<file path="src/rtl/div_operand_queue.sv">
// Operand-pair FIFO that sequences a multi-cycle divider: launch head, wait for valid, capture, clear.
// Build option DIVQ_DVZ_BYPASS_EN: b==0 heads are answered locally without a divider run.
module div_operand_queue #(
  parameter int DEPTH = 4
) (
  input  logic                   clk,
  input  logic                   rst_n,
  input  logic                   in_valid,
  output logic                   in_ready,
  input  logic [9:0]             in_a,
  input  logic [9:0]             in_b,
  output logic [9:0]             div_a,
  output logic [9:0]             div_b,
  output logic                   div_start,
  output logic                   div_sclr,
  input  logic                   div_busy,
  input  logic                   div_valid,
  input  logic [9:0]             div_q,
  input  logic                   div_dvz,
  input  logic                   div_ovf,
  output logic [9:0]             res_q,
  output logic                   res_dvz,
  output logic                   res_ovf,
  output logic                   res_valid,
  output logic [$clog2(DEPTH):0] pending,
  output logic [2:0]             o_dbg_state
);
  localparam int          AW   = $clog2(DEPTH);
  localparam logic [AW:0] FULL = (AW+1)'(DEPTH);

  typedef enum logic [2:0] {
    S_INIT   = 3'd0,
    S_IDLE   = 3'd1,
    S_LAUNCH = 3'd2,
    S_WAIT   = 3'd3,
    S_CLEAR  = 3'd4
  } state_t;

  state_t        r_state;
  state_t        w_next;
  logic [9:0]    r_mem_a [DEPTH];
  logic [9:0]    r_mem_b [DEPTH];
  logic [AW-1:0] r_head;
  logic [AW-1:0] r_tail;
  logic [AW:0]   r_count;
  logic          r_bypass;
  logic [9:0]    r_res_q;
  logic          r_res_dvz;
  logic          r_res_ovf;
  logic          w_push;
  logic          w_pop;
  logic          w_bypass_go;
  logic          w_unused_busy;

  // in_valid/in_ready: a pair transfers on every clk edge where both are high; in_valid
  // never depends on in_ready, and a full queue does not accept even while popping.
  assign in_ready = (r_state != S_INIT) && (r_count != FULL);
  assign w_push   = in_valid && in_ready;
  assign w_pop    = (r_state == S_CLEAR);

  // Sequencing relies on div_valid alone; busy is status only.
  assign w_unused_busy = div_busy;

`ifdef DIVQ_DVZ_BYPASS_EN
  assign w_bypass_go = (r_state == S_IDLE) && (r_count != '0) && (r_mem_b[r_head] == 10'd0);
`else
  assign w_bypass_go = 1'b0;
`endif

  always_ff @(posedge clk or negedge rst_n) begin
    if (!rst_n) begin
      for (int i = 0; i < DEPTH; i++) begin
        r_mem_a[i] <= '0;
        r_mem_b[i] <= '0;
      end
      r_head  <= '0;
      r_tail  <= '0;
      r_count <= '0;
    end else begin
      if (w_push) begin
        r_mem_a[r_tail] <= in_a;
        r_mem_b[r_tail] <= in_b;
        r_tail          <= r_tail + 1'b1;
      end
      if (w_pop) begin
        r_head <= r_head + 1'b1;
      end
      case ({w_push, w_pop})
        2'b10:   r_count <= r_count + 1'b1;
        2'b01:   r_count <= r_count - 1'b1;
        default: r_count <= r_count;
      endcase
    end
  end

  always_ff @(posedge clk or negedge rst_n) begin
    if (!rst_n) begin
      r_state <= S_INIT;
    end else begin
      r_state <= w_next;
    end
  end

  always_comb begin
    w_next = r_state;
    case (r_state)
      S_INIT:   w_next = S_IDLE;
      S_IDLE: begin
        if (w_bypass_go) begin
          w_next = S_CLEAR;
        end else if (r_count != '0) begin
          w_next = S_LAUNCH;
        end
      end
      S_LAUNCH: w_next = S_WAIT;
      S_WAIT: begin
        if (div_valid) begin
          w_next = S_CLEAR;
        end
      end
      S_CLEAR:  w_next = S_IDLE;
      default:  w_next = S_INIT;
    endcase
  end

  always_comb begin
    div_start = 1'b0;
    div_sclr  = 1'b0;
    res_valid = 1'b0;
    case (r_state)
      // INIT is also the reset state; the clear must only appear once reset is released.
      S_INIT:   div_sclr = rst_n;
      S_LAUNCH: div_start = 1'b1;
      S_CLEAR: begin
        div_sclr  = ~r_bypass;
        res_valid = 1'b1;
      end
      default: ;
    endcase
  end

  always_ff @(posedge clk or negedge rst_n) begin
    if (!rst_n) begin
      r_bypass  <= 1'b0;
      r_res_q   <= '0;
      r_res_dvz <= 1'b0;
      r_res_ovf <= 1'b0;
    end else begin
      if (r_state == S_IDLE) begin
        r_bypass <= w_bypass_go;
      end
      if ((r_state == S_WAIT) && div_valid) begin
        r_res_q   <= div_q;
        r_res_dvz <= div_dvz;
        r_res_ovf <= div_ovf;
      end else if (w_bypass_go) begin
        r_res_q   <= 10'h3FF;
        r_res_dvz <= 1'b1;
        r_res_ovf <= 1'b0;
      end
    end
  end

  // Head stays put until the CLEAR pop, so the operands are stable for the whole run.
  assign div_a       = r_mem_a[r_head];
  assign div_b       = r_mem_b[r_head];
  assign res_q       = r_res_q;
  assign res_dvz     = r_res_dvz;
  assign res_ovf     = r_res_ovf;
  assign pending     = r_count;
  assign o_dbg_state = r_state;

endmodule

</file>
<file path="config.mk">
export PLATFORM = sky130hd
export DESIGN_NAME = div_operand_queue
export DESIGN_NICKNAME = d
export VERILOG_FILES = /design/src/rtl/div_operand_queue.sv
export SDC_FILE = /design/constraint.sdc
export NUM_CORES = 1
export LEC_CHECK = 0
export CAP_MARGIN = 10
export CORE_UTILIZATION = 35
export DETAILED_ROUTE_END_ITERATION = 6
export PLACE_DENSITY = 0.67
export RECOVER_POWER = 50
export SYNTH_ARGS = -nofsm -noshare
export SYNTH_HDL_FRONTEND = slang
export SYNTH_SLANG_ARGS = --single-unit
</file>
<file path="constraint.sdc">
create_clock -name clk -period 4.1 [get_ports clk]
set_input_delay 0.82 -clock clk [delete_from_list [all_inputs] [get_ports clk]]
set_output_delay 0.82 -clock clk [all_outputs]
set_load 0.02 [all_outputs]
</file>
# Word level (Yosys, flattened, before mapping)
# Index checks and enable logic that the tools add are counted.
totals:
  regBits: 102
  latchBits: 0
  mem_bits_rw: 0
  romBits: 0
  inputBits: 37
  output_inout_bits: 42
  wordCells: 60
  n_memories: 0
classes:
  add_sub_neg: 4
  n_mul: 0
  n_div: 0
  order_cmp: 3
  eq_ne: 9
  shift: 0
  n_mux: 17
  n_bitwise: 2
  reduce_logical: 10
ops:
  columns: ["operator", "count"]
  rows:
  - ["40-bit bitwise mux", 2]
  - ["10-bit 2-to-1 mux", 5]
  - ["10-bit binary-select mux with 2-bit select", 2]
  - ["10-bit demux with 2-bit select", 1]
  - ["3-bit one-hot mux with 4 select lines", 1]
  - ["3-bit by 2-bit == test with 1-bit output (second input constant)", 2]
  - ["3-bit >= comparator (second input constant)", 2]
  - ["3-bit 2-to-1 mux", 2]
  - ["2-bit NOT with 3-bit output", 2]
  - ["3-bit one-hot mux with 2 select lines", 1]
  - ["3-bit nonzero test", 2]
  - ["2-bit by 1-bit adder with 2-bit output (second input constant)", 2]
  - ["1-bit logical AND", 4]
  - ["2-bit inequality test (second input constant)", 2]
  - ["3-bit by 1-bit adder with 3-bit output (second input constant)", 1]
  - ["3-bit by 1-bit == test with 1-bit output (second input constant)", 1]
  - ["3-bit == test (second input constant)", 1]
  - ["3-bit logical NOT", 1]
  - ["3-bit by 1-bit < comparator with 1-bit output (second input constant)", 1]
  - ["3-bit inequality test (second input constant)", 1]
  - ["3-bit by 1-bit subtractor with 3-bit output (second input constant)", 1]
  - ["2-bit by 1-bit == test with 1-bit output (second input constant)", 1]
  - ["2-bit == test (second input constant)", 1]
  - ["1-bit 2-to-1 mux", 2]
  - ["4 further kinds", 4]

# Depth between registers and ports, before layout
logic_depth:
  ltp_word: 6
  mapped_depth: 10
  depth_no_buf: 9

# Worst setup path after synthesis
# No wires, ideal clock.
synth_timing:
  path_kind: "register -> register"
  start: "reg r_state[0], in the netlist o_dbg_state[0]"
  end: "reg r_count[2], in the netlist pending[2]"
  setup_ns: 0.080
  arrival_time_ns: 2.481
  t_required_ns: 4.020
  setup_slack_ns: 1.539
  path_stages_with_launch: 9
  n_path_buf: 1
  synth_period_minus_slack_ns: 2.561
  cell_sequence: "dfrtp_1 -> buf_2 -> nor3b_1 -> ha_1 -> inv_1 -> fa_1 -> xor2_1 -> nor2_1 -> xor2_1"
synth_between:
  elab_chain_len: 5
  elab_cells_between_ends: 8
  classes_between: "eq/ne: 3; mux: 1; reduce/logical: 4"
synth_rtl:
  columns: ["element", "line", "text"]
  rows:
  - ["start: declaration", "39", "state_t r_state;"]
  - ["start signal: assignment", "100", "r_state <= w_next;"]
  - ["3-bit nonzero test", "57", "assign in_ready = (r_state != S_INIT) && (r_count != FULL);"]
  - ["1-bit logical AND", "57", null]
  - ["1-bit logical AND", "58", "assign w_push = in_valid && in_ready;"]
  - ["2-bit by 1-bit == test with 1-bit output or 2-bit == test (tied branches)", "88", "case ({w_push, w_pop})"]
  - ["3-bit one-hot mux with 2 select lines or 2-bit nonzero test (tied branches)", null, null]
  - ["end signal: assignment", "89", "2'b10: r_count <= r_count + 1'b1;"]
  - ["end signal: assignment", "90", "2'b01: r_count <= r_count - 1'b1;"]
  - ["end signal: assignment", "91", "default: r_count <= r_count;"]
  - ["end: declaration", "45", "logic [AW:0] r_count;"]
# Parallel ways exist; a longest one is shown, timed or not.
# A chain may end at the register's enable or synchronous reset.

# Worst setup path after layout
layout_timing:
  start: "reg r_head[1]"
  end: "out div_b[8]"
layout_between:
  elab_chain_len: 4
layout_rtl:
  columns: ["element", "line", "text"]
  rows:
  - ["start: declaration", "43", "logic [AW-1:0] r_head;"]
  - ["start signal: assignment", "86", "r_head <= r_head + 1'b1;"]
  - ["2-bit NOT with 3-bit output (not written as such)", "166", "assign div_b = r_mem_b[r_head];"]
  - ["10-bit binary-select mux with 2-bit select", "166", null]
  - ["10-bit 2-to-1 mux (not written as such) (2 in a row)", "166", null]
  - ["end: declaration", "13", "output logic [9:0] div_b,"]
# Every way passes these cells. The select of a mux whose other input is x is not followed.

==> flow_metrics.py <==
metrics = {
    "grt": {
        "grt_pass1_wl_um": 14500,
        "grtUsageTotal_pct": 14.4,
        "overflow": 0,
        "first_global_vias": 2774,
        "grt_max_degree": 80,
        "antenna_found_initial": 0,
    },
    "timing": {
        "layout_setup_ws_ns": 0.795,
        "relSlewSlack_pct": -28.4,
        "worst_slew_pin_slew_ns": 1.93,
        "period_share_pct": 80.6,
        "setup_viol": 0,
        "min_period_ns": 3.30,
        "fmax_mhz": 303,
        "finClkSkew_ns": 0.00861,
        "rsz0062_at_grt": "false",
        "hold_viol": 0,
        "setup_tns_ns": 0,
        "report.final.slew_viol_count": 100,
        "whs_ns": 0.368,
    },
    "cells_and_area": {
        "instances_no_fill": 536,
        "nets": 402,
        "drive_gt1_share_pct": 28.3,
        "area_growth_pct": 24.9,
        "antennaDiodeCount": 0,
    },
    "synthesis": {
        "avgSynthCellArea_um2": 16.3,
        "ys_warn_count": 0,
        "synth_edf_count": 0,
        "synth-seq-area-share_pct": 55.6,
        "ys_ff_latch": 102,
        "yosys.cell_types.count": 28,
        "synthTopCellsByArea": "dfrtp_1, mux2_2, mux4_2",
        "netlist.area_leader.share_pct": 55.6,
        "yosysMostFrequentCell": "dfrtp_1",
        "synth_area_um2": 4590,
        "yosysTopAreaCell": "dfrtp_1",
        "synth.top_cells.by_count": "dfrtp_1, mux2_2, mux2_1, mux4_2",
        "async_reset_ff_share_pct": 100,
        "syn_nets": 324,
        "syn_inst": 281,
        "ys.flop_type": "dfrtp_1",
    },
    "cts": {
        "cts_resized": 0,
        "clock_latency_ns": 0.34,
        "clk_pin_slew_worst_paths_ns": 0.07,
        "cts_tree": "yes",
        "cts_max_path_buffers": 2,
        "cts-root-buf": "clkbuf_16",
        "cts_sinks": 102,
        "cts-buffers-inserted": 9,
        "postCtsSetupBuffers": 0,
        "postCtsHoldBufs": 0,
        "htree_levels": 3,
    },
    "floorplanning": {
        "die_w_um": 117,
        "num_rows": 41,
        "fp.dieH_um": 117,
        "start_util_pct": 36.1,
        "coreArea_um2": 12700,
        "ioPinCount": 79,
        "die_area_um2": 13600,
    },
    "power": {
        "p_total_mw": 5.07,
        "ir_drop_mv": 0.438,
        "power.leakage_nw": 2.34,
        "p_per_area_nw_per_um2": 884,
    },
    "place": {
        "place.gp.congestion": 0.689,
        "io_buffers": 77,
        "hpwl_um": 5650,
        "dp_slack_ns": 1.16,
        "dp.cells": 520,
    },
    "worst_setup_path": {
        "startpoint_type": "flip-flop",
        "endpoint_kind": "output pin",
        "cpPeakStageDelay_ns": 1.11,
        "worst-path-buf-inv": 1,
        "crit_required_ns": 3.28,
        "crit_arrival_ns": 2.48,
        "critical-path-top-delay-family": "flip-flops",
        "cp_max_fo": 21,
        "crit_chain": "mux4_2 > clkdlybuf4s50_1",
        "cp_slowest_cell": "dfrtp_1",
        "crit_type": "reg -> out",
    },
    "detailed_routing": {
        "drcViolationCount": 0,
        "wl_per_cell_um": 16.3,
        "drt_iter0_markers": 90,
        "antenna_left": 0,
        "totalWireLength_um": 8750,
        "firstDrtPassIters": 6,
        "via_per_inst": 4.81,
        "vias": 2577,
    },
    "job": {
        "max-cap-violations": 2,
    },
    "run_status": {
        "violations": "capacitance limit, slew limit",
        "outcome": "finished with violations",
    },
    "hold_path": {
        "hold_path.class": "in -> async",
    },
}
[registers in the layout (all words and copies together), names as in the netlist]
signal	flops
o_dbg_state	3
r_mem_a	40
res_dvz	1
res_q	10
r_mem_b	40
pending	3
r_tail	2
r_head	2
res_ovf	1
[where the power goes]
part | switching [mW] | leakage, nW | internal [mW] | total (mW)
registers | 0.394 | 1.21 | 1.52 | 1.92
clock network | 0.402 | 0.145 | 0.427 | 0.829
logic | 0.977 | 0.982 | 1.35 | 2.32
[kinds of logic after synthesis]
logic type	share of synthesized area [%]
buffers and inverters	3.87
xor gates and xnor gates	1.15
AOI/OAI and AO/OA	0.627
muxes	33.4
DFF	55.6
and+or+nand+nor	3.57
adders and majority gates	1.80
[per-layer routing]
layer  track usage [%]  vias up  wire length [um]
li1                  -     1170                 -
met1              18.7     1348              3860
met2              23.4       53              4350
met3              4.41        6               461
met4              3.59        0                68
met5                 0        -                 0
[through the flow]
step	utilization, %	area, um^2
finish	45.1	5730
global placement	43.2	5490
global route	45.1	5730
floorplan	-	4590
CTS	45.5	5790
detailed placement	43.2	5490
[path summary, 6_finish.rpt]
kind / startpoint / to / slack [ns] / cells past startpoint
setup / recovery: r_head[1]$_DFFE_PN0P_ / div_b[8] / 0.80 / 2
hold reg to reg: r_mem_b[15]$_DFFE_PN0P_ / r_mem_b[15]$_DFFE_PN0P_ / 0.48 / 1
setup reg to reg: r_tail[0]$_DFFE_PN0P_ / r_mem_b[17]$_DFFE_PN0P_ / 1.40 / 6
min in group clk: r_mem_b[15]$_DFFE_PN0P_ / r_mem_b[15]$_DFFE_PN0P_ / 0.48 / 1
max in group asynchronous: rst_n / r_head[0]$_DFFE_PN0P_ / 1.42 / 2
hold / removal: rst_n / res_q[5]$_DFFE_PN0P_ / 0.37 / 1
[cell usage in the layout, fill, tap and decap left out, types with 2 or more instances in the layout]
cell             count
nor3_1               2
mux2_2              56
ha_1                 5
xor2_1               3
mux2_1              37
clkdlybuf4s50_1     74
xnor2_1              3
nor3b_1              2
inv_6                2
dfrtp_1            101
dlygate4sd3_1        2
buf_4                4
nor2_1               4
nand2_1              8
inv_1                9
nor3_4               4
clkbuf_16            9
a21oi_1              3
clkinv_4             2
mux4_2              20
[cell type report]
type / count / area (um^2)
inverter: 9 / 33.8
fill: 1159 / 6990
clock buffer: 9 / 225
multi-input combinational: 155 / 1840
sequential: 102 / 2550
timing repair buffer: 82 / 800
clock inverter: 7 / 67.6
tap: 172 / 215
Note: power is estimated with default switching activity, not from simulation.
